===== config.mk =====
export PLATFORM = sky130hd
export DESIGN_NAME = mem_access_unit
export DESIGN_NICKNAME = d
export VERILOG_FILES = /design/src/rtl/mem_access_unit.sv
export SDC_FILE = /design/constraint.sdc
export NUM_CORES = 1
export LEC_CHECK = 0
export ABC_AREA = 1
export CAP_MARGIN = 15
export CORE_MARGIN = 3
export CORE_UTILIZATION = 64
export DETAILED_ROUTE_END_ITERATION = 16
export DONT_BUFFER_PORTS = 1
export PLACE_DENSITY_LB_ADDON = 0.3
export REMOVE_ABC_BUFFERS = 1
export SKIP_CTS_REPAIR_TIMING = 1
export SYNTH_ARGS = -nofsm -noshare
export SYNTH_HDL_FRONTEND = slang
export SYNTH_SLANG_ARGS = --single-unit
export TNS_END_PERCENT = 30

===== constraint.sdc =====
create_clock -name clk -period 1.64 [get_ports clk]
set_input_delay 0.164 -clock clk [delete_from_list [all_inputs] [get_ports clk]]
set_output_delay 0.164 -clock clk [all_outputs]
set_load 0.02 [all_outputs]

===== src/rtl/mem_access_unit.sv =====
// Load/store unit between a CPU pipeline and a single-port byte-lane RAM.
// Latency: stores respond 2 cycles after accept, loads RAM_LATENCY+2, errors 1.
// Backpressure: one transaction in flight; req_ready only in IDLE, response held until resp_ready.
module mem_access_unit #(
  parameter int ADDR_BITS     = 32,
  parameter int DATA_BITS     = 32,
  parameter int RAM_ADDR_BITS = 10,
  parameter int RAM_LATENCY   = 1
) (
  input  logic                     clk,
  input  logic                     rst_n,
  input  logic                     req_valid,
  output logic                     req_ready,
  input  logic [ADDR_BITS-1:0]     req_addr,
  input  logic [DATA_BITS-1:0]     req_wdata,
  input  logic                     req_we,
  input  logic [1:0]               req_size,
  input  logic                     req_unsigned,
  output logic                     resp_valid,
  input  logic                     resp_ready,
  output logic [DATA_BITS-1:0]     resp_rdata,
  output logic                     resp_err,
  output logic                     ram_en,
  output logic                     ram_we,
  output logic [RAM_ADDR_BITS-1:0] ram_addr,
  output logic [DATA_BITS-1:0]     ram_wdata,
  output logic [DATA_BITS/8-1:0]   ram_sel,
  input  logic [DATA_BITS-1:0]     ram_rdata
);

  localparam int LANES = DATA_BITS / 8;
  localparam int OFS   = $clog2(LANES);
  localparam int CNT_W = 3;

  typedef enum logic [1:0] {
    S_IDLE   = 2'd0,
    S_ACCESS = 2'd1,
    S_RESP   = 2'd2
  } state_t;

  state_t r_state;
  state_t w_state_nxt;

  // latched request
  logic                     r_first;
  logic [CNT_W-1:0]         r_cnt;
  logic                     r_we;
  logic                     r_unsigned;
  logic [1:0]               r_size;
  logic [OFS-1:0]           r_lane;
  logic [LANES-1:0]         r_sel;
  logic [RAM_ADDR_BITS-1:0] r_ram_addr;
  logic [DATA_BITS-1:0]     r_ram_wdata;
  logic [DATA_BITS-1:0]     r_rdata;
  logic                     r_err;

  logic                     w_accept;
  logic                     w_req_err;
  logic [OFS-1:0]           w_req_lane;
  logic [LANES-1:0]         w_req_mask;
  logic [DATA_BITS-1:0]     w_req_bmask;
  logic [DATA_BITS-1:0]     w_req_wdata_sh;
  logic [DATA_BITS-1:0]     w_ld_shift;
  logic [DATA_BITS-1:0]     w_ld_bmask;
  logic                     w_ld_sign;
  logic [DATA_BITS-1:0]     w_ld_result;
  logic                     w_unused_addr;

  // Lane-enable pattern for an access size, before lane alignment.
  function automatic logic [LANES-1:0] f_size_mask(input logic [1:0] size);
    logic [LANES-1:0] m;
    m = '0;
    case (size)
      2'b00:   m = LANES'(1);
      2'b01:   m = LANES'(3);
      2'b10:   m = LANES'(15);
      default: m = '1;
    endcase
    return m;
  endfunction

  // Expand a lane-enable pattern into a per-bit mask.
  function automatic logic [DATA_BITS-1:0] f_lanes_to_bits(input logic [LANES-1:0] m);
    logic [DATA_BITS-1:0] b;
    b = '0;
    for (int i = 0; i < LANES; i++) begin
      b[i*8 +: 8] = {8{m[i]}};
    end
    return b;
  endfunction

  assign w_accept       = req_valid && (r_state == S_IDLE);
  assign w_req_lane     = req_addr[OFS-1:0];
  assign w_req_mask     = f_size_mask(req_size);
  assign w_req_bmask    = f_lanes_to_bits(w_req_mask);
  assign w_req_wdata_sh = (req_wdata & w_req_bmask) << {w_req_lane, 3'b000};
  // Bits above the RAM word address are intentionally dropped.
  assign w_unused_addr  = ^req_addr;

  // Alignment / size legality check on the incoming request.
  always_comb begin
    w_req_err = 1'b0;
    case (req_size)
      2'b01:   w_req_err = req_addr[0];
      2'b10:   w_req_err = |req_addr[1:0];
      2'b11:   w_req_err = (|req_addr[2:0]) || (DATA_BITS == 32);
      default: w_req_err = 1'b0;
    endcase
  end

  // Load result: align the addressed lanes down, then sign- or zero-extend.
  always_comb begin
    w_ld_shift = ram_rdata >> {r_lane, 3'b000};
    w_ld_bmask = f_lanes_to_bits(f_size_mask(r_size));
    w_ld_sign  = 1'b0;
    case (r_size)
      2'b00:   w_ld_sign = w_ld_shift[7];
      2'b01:   w_ld_sign = w_ld_shift[15];
      2'b10:   w_ld_sign = w_ld_shift[31];
      default: w_ld_sign = w_ld_shift[DATA_BITS-1];
    endcase
    w_ld_result = (w_ld_shift & w_ld_bmask) |
                  (~w_ld_bmask & {DATA_BITS{w_ld_sign & ~r_unsigned}});
  end

  // State register.
  always_ff @(posedge clk or negedge rst_n) begin
    if (!rst_n) begin
      r_state <= S_IDLE;
    end else begin
      r_state <= w_state_nxt;
    end
  end

  // Next-state logic; errors skip the RAM entirely.
  always_comb begin
    w_state_nxt = r_state;
    case (r_state)
      S_IDLE: begin
        if (req_valid) begin
          w_state_nxt = w_req_err ? S_RESP : S_ACCESS;
        end
      end
      S_ACCESS: begin
        if (r_cnt == '0) begin
          w_state_nxt = S_RESP;
        end
      end
      S_RESP: begin
        if (resp_ready) begin
          w_state_nxt = S_IDLE;
        end
      end
      default: w_state_nxt = S_IDLE;
    endcase
  end

  // Request latching, latency countdown and response capture.
  always_ff @(posedge clk or negedge rst_n) begin
    if (!rst_n) begin
      r_first     <= 1'b0;
      r_cnt       <= '0;
      r_we        <= 1'b0;
      r_unsigned  <= 1'b0;
      r_size      <= 2'b00;
      r_lane      <= '0;
      r_sel       <= '0;
      r_ram_addr  <= '0;
      r_ram_wdata <= '0;
      r_rdata     <= '0;
      r_err       <= 1'b0;
    end else if (w_accept) begin
      r_we       <= req_we;
      r_unsigned <= req_unsigned;
      r_size     <= req_size;
      r_lane     <= w_req_lane;
      r_first    <= !w_req_err;
      // Stores finish after one ACCESS cycle; loads wait for the RAM pipeline.
      r_cnt      <= req_we ? '0 : CNT_W'(RAM_LATENCY);
      if (w_req_err) begin
        r_rdata <= '0;
        r_err   <= 1'b1;
      end else begin
        r_ram_addr  <= req_addr[OFS+RAM_ADDR_BITS-1:OFS];
        r_ram_wdata <= w_req_wdata_sh;
        r_sel       <= w_req_mask << w_req_lane;
      end
    end else if (r_state == S_ACCESS) begin
      r_first <= 1'b0;
      if (r_cnt == '0) begin
        r_rdata <= r_we ? '0 : w_ld_result;
        r_err   <= 1'b0;
      end else begin
        r_cnt <= r_cnt - CNT_W'(1);
      end
    end
  end

  // RAM strobes only in the first ACCESS cycle; address/data hold their last values.
  assign ram_en    = (r_state == S_ACCESS) && r_first;
  assign ram_we    = ram_en && r_we;
  assign ram_sel   = ram_en ? r_sel : '0;
  assign ram_addr  = r_ram_addr;
  assign ram_wdata = r_ram_wdata;

  assign req_ready  = (r_state == S_IDLE);
  assign resp_valid = (r_state == S_RESP);
  assign resp_rdata = r_rdata;
  assign resp_err   = r_err;

endmodule


==> results by group <==
Die
  – Initial core utilization: 0.664
  – Die ar.: between 0.008 and 0.009 mm²
  – Die span in x: 93.2 µm
  – Vert. Die Dim: just over 90 µm
  – Core ar.: 0.00733 mm²
  – Row cnt: 31
  – Num ports: approximately 190

Status
  – Outcome: complete, but fails checks
  – Failing checks: negative hold slack, negative setup slack

Synthesis
  – Syn Inst Count: about 660
  – Avg Inst Size Synth: 7.36 µm²
  – Post-synth top area cell: dfrtp_1
  – Distinct cells, synth: 32
  – Top cells by area, synth: dfrtp_1, nand2_1, o21ai_0, nand3_1, nor2_1
  – Post-synth top area share: 0.468
  – Yosys warnings: 0
  – Seq/Total Area, Yosys: 0.468
  – Synthesized cell area: around 0.0049 mm²
  – Synthesis-stage register bit count: 91

Clocking
  – Worst skew pair latency: approximately 370 ps
  – CTS tree: built
  – Worst-path clk slew: around 100 ps
  – CTS Buffer Depth: 2
  – H-Tree Level Count: 3
  – TritonCTS Buffers: 9
  – CTS sink count: ~90
  – Clock Root Buffer: clkbuf_8

Worst setup path
  – Slowest cell on crit path: dfrtp_1
  – Startpoint Class: flop
  – R2R depth: 9
  – Critical path type: reg -> reg
  – Crit path max fanout: 8
  – Worst path cell trace: inv_2, ha_1, nand2_2, o21ai_4, buf_6, nand3_4, nor2_2, nand2_1, nand2_1
  – R2R Setup Slk: -40 ps
  – Worst reg2reg path endpoint: resp_rdata[8]
  – Crit path required time: just under 2000 ps
  – Slowest Stage Delay on Critical Path: slightly above 400 ps
  – Worst Path Arrival: slightly below 2000 ps
  – Worst R2R Start: r_cnt[0]
  – Critical Path End Type: flop
  – Most used cell, CP: nand2_1

STA
  – Setup TNS Final: -37.7 ps
  – Final setup vio count: 2
  – Tmin final: roughly 1700 ps
  – Max Fclk: 596 MHz
  – Layout Skew: roughly 11 ps
  – Hold Violations, Final: 92
  – Setup ws final: -37.2 ps
  – Worst slew pin tran: 393 ps
  – Hold WS: -523 ps
  – Unrepaired setup endpoints after global routing: yes
  – Rel. slew slack: 0.737
  – Tcrit/Tclk final: 1.02
  – Max-slew violation count: 0

Placement
  – Place WS: -75.1 ps
  – Detailed Place HPWL: between 8000 and 9000 µm
  – GP Congestion: around 0.89
  – IO buf count: 0
  – Placed Area: just under 0.005 mm²

Cells and area
  – Most frequent cells in the layout: nand2_1, dfrtp_1, o21ai_0
  – Commonest non-fill, non-tap cell in the layout: nand2_1
  – Area growth, synth to finish: 17.6%
  – Diode count: 0
  – Fraction of layout cells with a size suffix above 1: 0.132
  – Fill cells: 492
  – Fin area: between 0.005 and 0.006 mm²
  – Layout Nets: ~800

Routing
  – DR iter-0 viols: 328
  – Drt pass-1 iters: 8
  – Final wirelength: roughly 15,000 µm
  – Antenna viol nets, final: 0
  – DRC Markers: 0
  – Vias/cell: 6.12
  – Via count: between 4k and 5k
  – DR WL/cell: roughly 19 µm

Worst hold path
  – Min-delay worst type: in -> async

GRT
  – Vias in the first global route: ~4.4k
  – GR Util All Layers: 0.293
  – Initial antenna violation count: 0
  – Largest net degree at the start of global routing: just over 90
  – First-pass GRT wire length: 20,300 µm
  – Total grt overflow: 0

Pwr
  – P per Cell Area: between 1500 and 2000 mW/mm²
  – Worst vdd ir: roughly 1000 µV
  – Pleak: between 2 and 3 nW

Flow run
  – MaxCap Viol Count: 0
-- sequential cells by signal (all words and copies together), names as in the netlist --
register and flops:
ram_wdata 32, resp_rdata 32, ram_addr 10, r_sel 4, r_cnt 3, r_lane 2, r_size 2, r_state 2
r_first 1, r_unsigned 1, r_we 1, resp_err 1
-- cells in the mapped netlist (all sizes together) --
cell      n
a21oi    11
buf      29
clkbuf    7
clkinv    3
dfrtp    91
ha        2
inv      36
nand2   268
nand3    51
nand4     1
nor2     67
nor3      1
o211ai    1
o21ai    81
o21bai    1
o22ai    10
o31ai     1
-- power by group --
part | switching, mW | leakage [nW] | total (mW) | internal [mW]
logic | 2.73 | 1.67 | 4.22 | 1.49
clock network | 0.863 | 0.105 | 1.63 | 0.766
registers | 1.65 | 1.19 | 4.81 | 3.16
-- routing by layer --
metal | vias up | GRT usage | share of wire
met1 | 2273 | 0.354 | 0.34
met3 | 68 | 0.0973 | 0.12
met4 | 0 | 0.0916 | 0.038
met2 | 383 | 0.496 | 0.50
met5 | - | 0 | 0
li1 | 2182 | - | -
-- critical path: cells and delay by family (launching register included) --
kind / cells / cell delay, ps
AND/OR/NAND/NOR: 5 / 570
AO/OA/AOI/OAI: 1 / 220
buffers and inverters: 2 / 240
adder cells (fa/ha/maj): 1 / 160
flip-flops: 1 / 410
-- metrics by stage --
stage	std cells	utilization	hold slack (ps)	power (mW)
4_1_cts	762	0.701	-523	9.80
2_1_floorplan	625	-	-132	7.06
6_report	802	0.780	-523	10.7
5_1_grt	802	0.780	-542	11.3
3_3_place_gp	746	0.672	-129	8.00
3_5_place_dp	746	0.672	-129	8.19
-- final cells by class --
| cell class | instances | area, µm² | area share |
|---|---|---|---|
| inverters | 39 | 164 | 0.0287 |
| clock buffers | 10 | 138 | 0.0241 |
| repair inverters | 1 | 8.76 | 0.00153 |
| flip-flops and latches | 91 | 2280 | 0.398 |
| multi-input cells | 499 | 2340 | 0.410 |
| repair buffers | 57 | 592 | 0.103 |
| clock inverters | 6 | 71.3 | 0.0125 |
| well taps | 99 | 124 | 0.0217 |
-- how the worst max path moves through the flow --
stage / start / end / slack, ps / depth (start not counted)
2_1_floorplan: r_lane[1] / resp_rdata[16] / -230 / 7
3_3_place_gp: r_cnt[0] / resp_rdata[13] / 2 / 8
3_5_place_dp: r_cnt[0] / resp_rdata[21] / -80 / 8
4_1_cts: r_state[0] / ram_sel[1] / -110 / 6
5_1_grt: r_cnt[0] / resp_rdata[8] / -110 / 9
6_report: r_cnt[0] / resp_rdata[8] / -40 / 9
-- kinds of logic after synthesis --
logic type / count (synthesis) / synth area share
buffers and inverters: 75 / 0.0803
adder cells (fa/ha/maj): 2 / 0.00514
flip-flops: 91 / 0.468
AO/OA/AOI/OAI: 105 / 0.118
AND/OR/NAND/NOR: 388 / 0.328
Note: power is estimated with default switching activity, not from simulation.
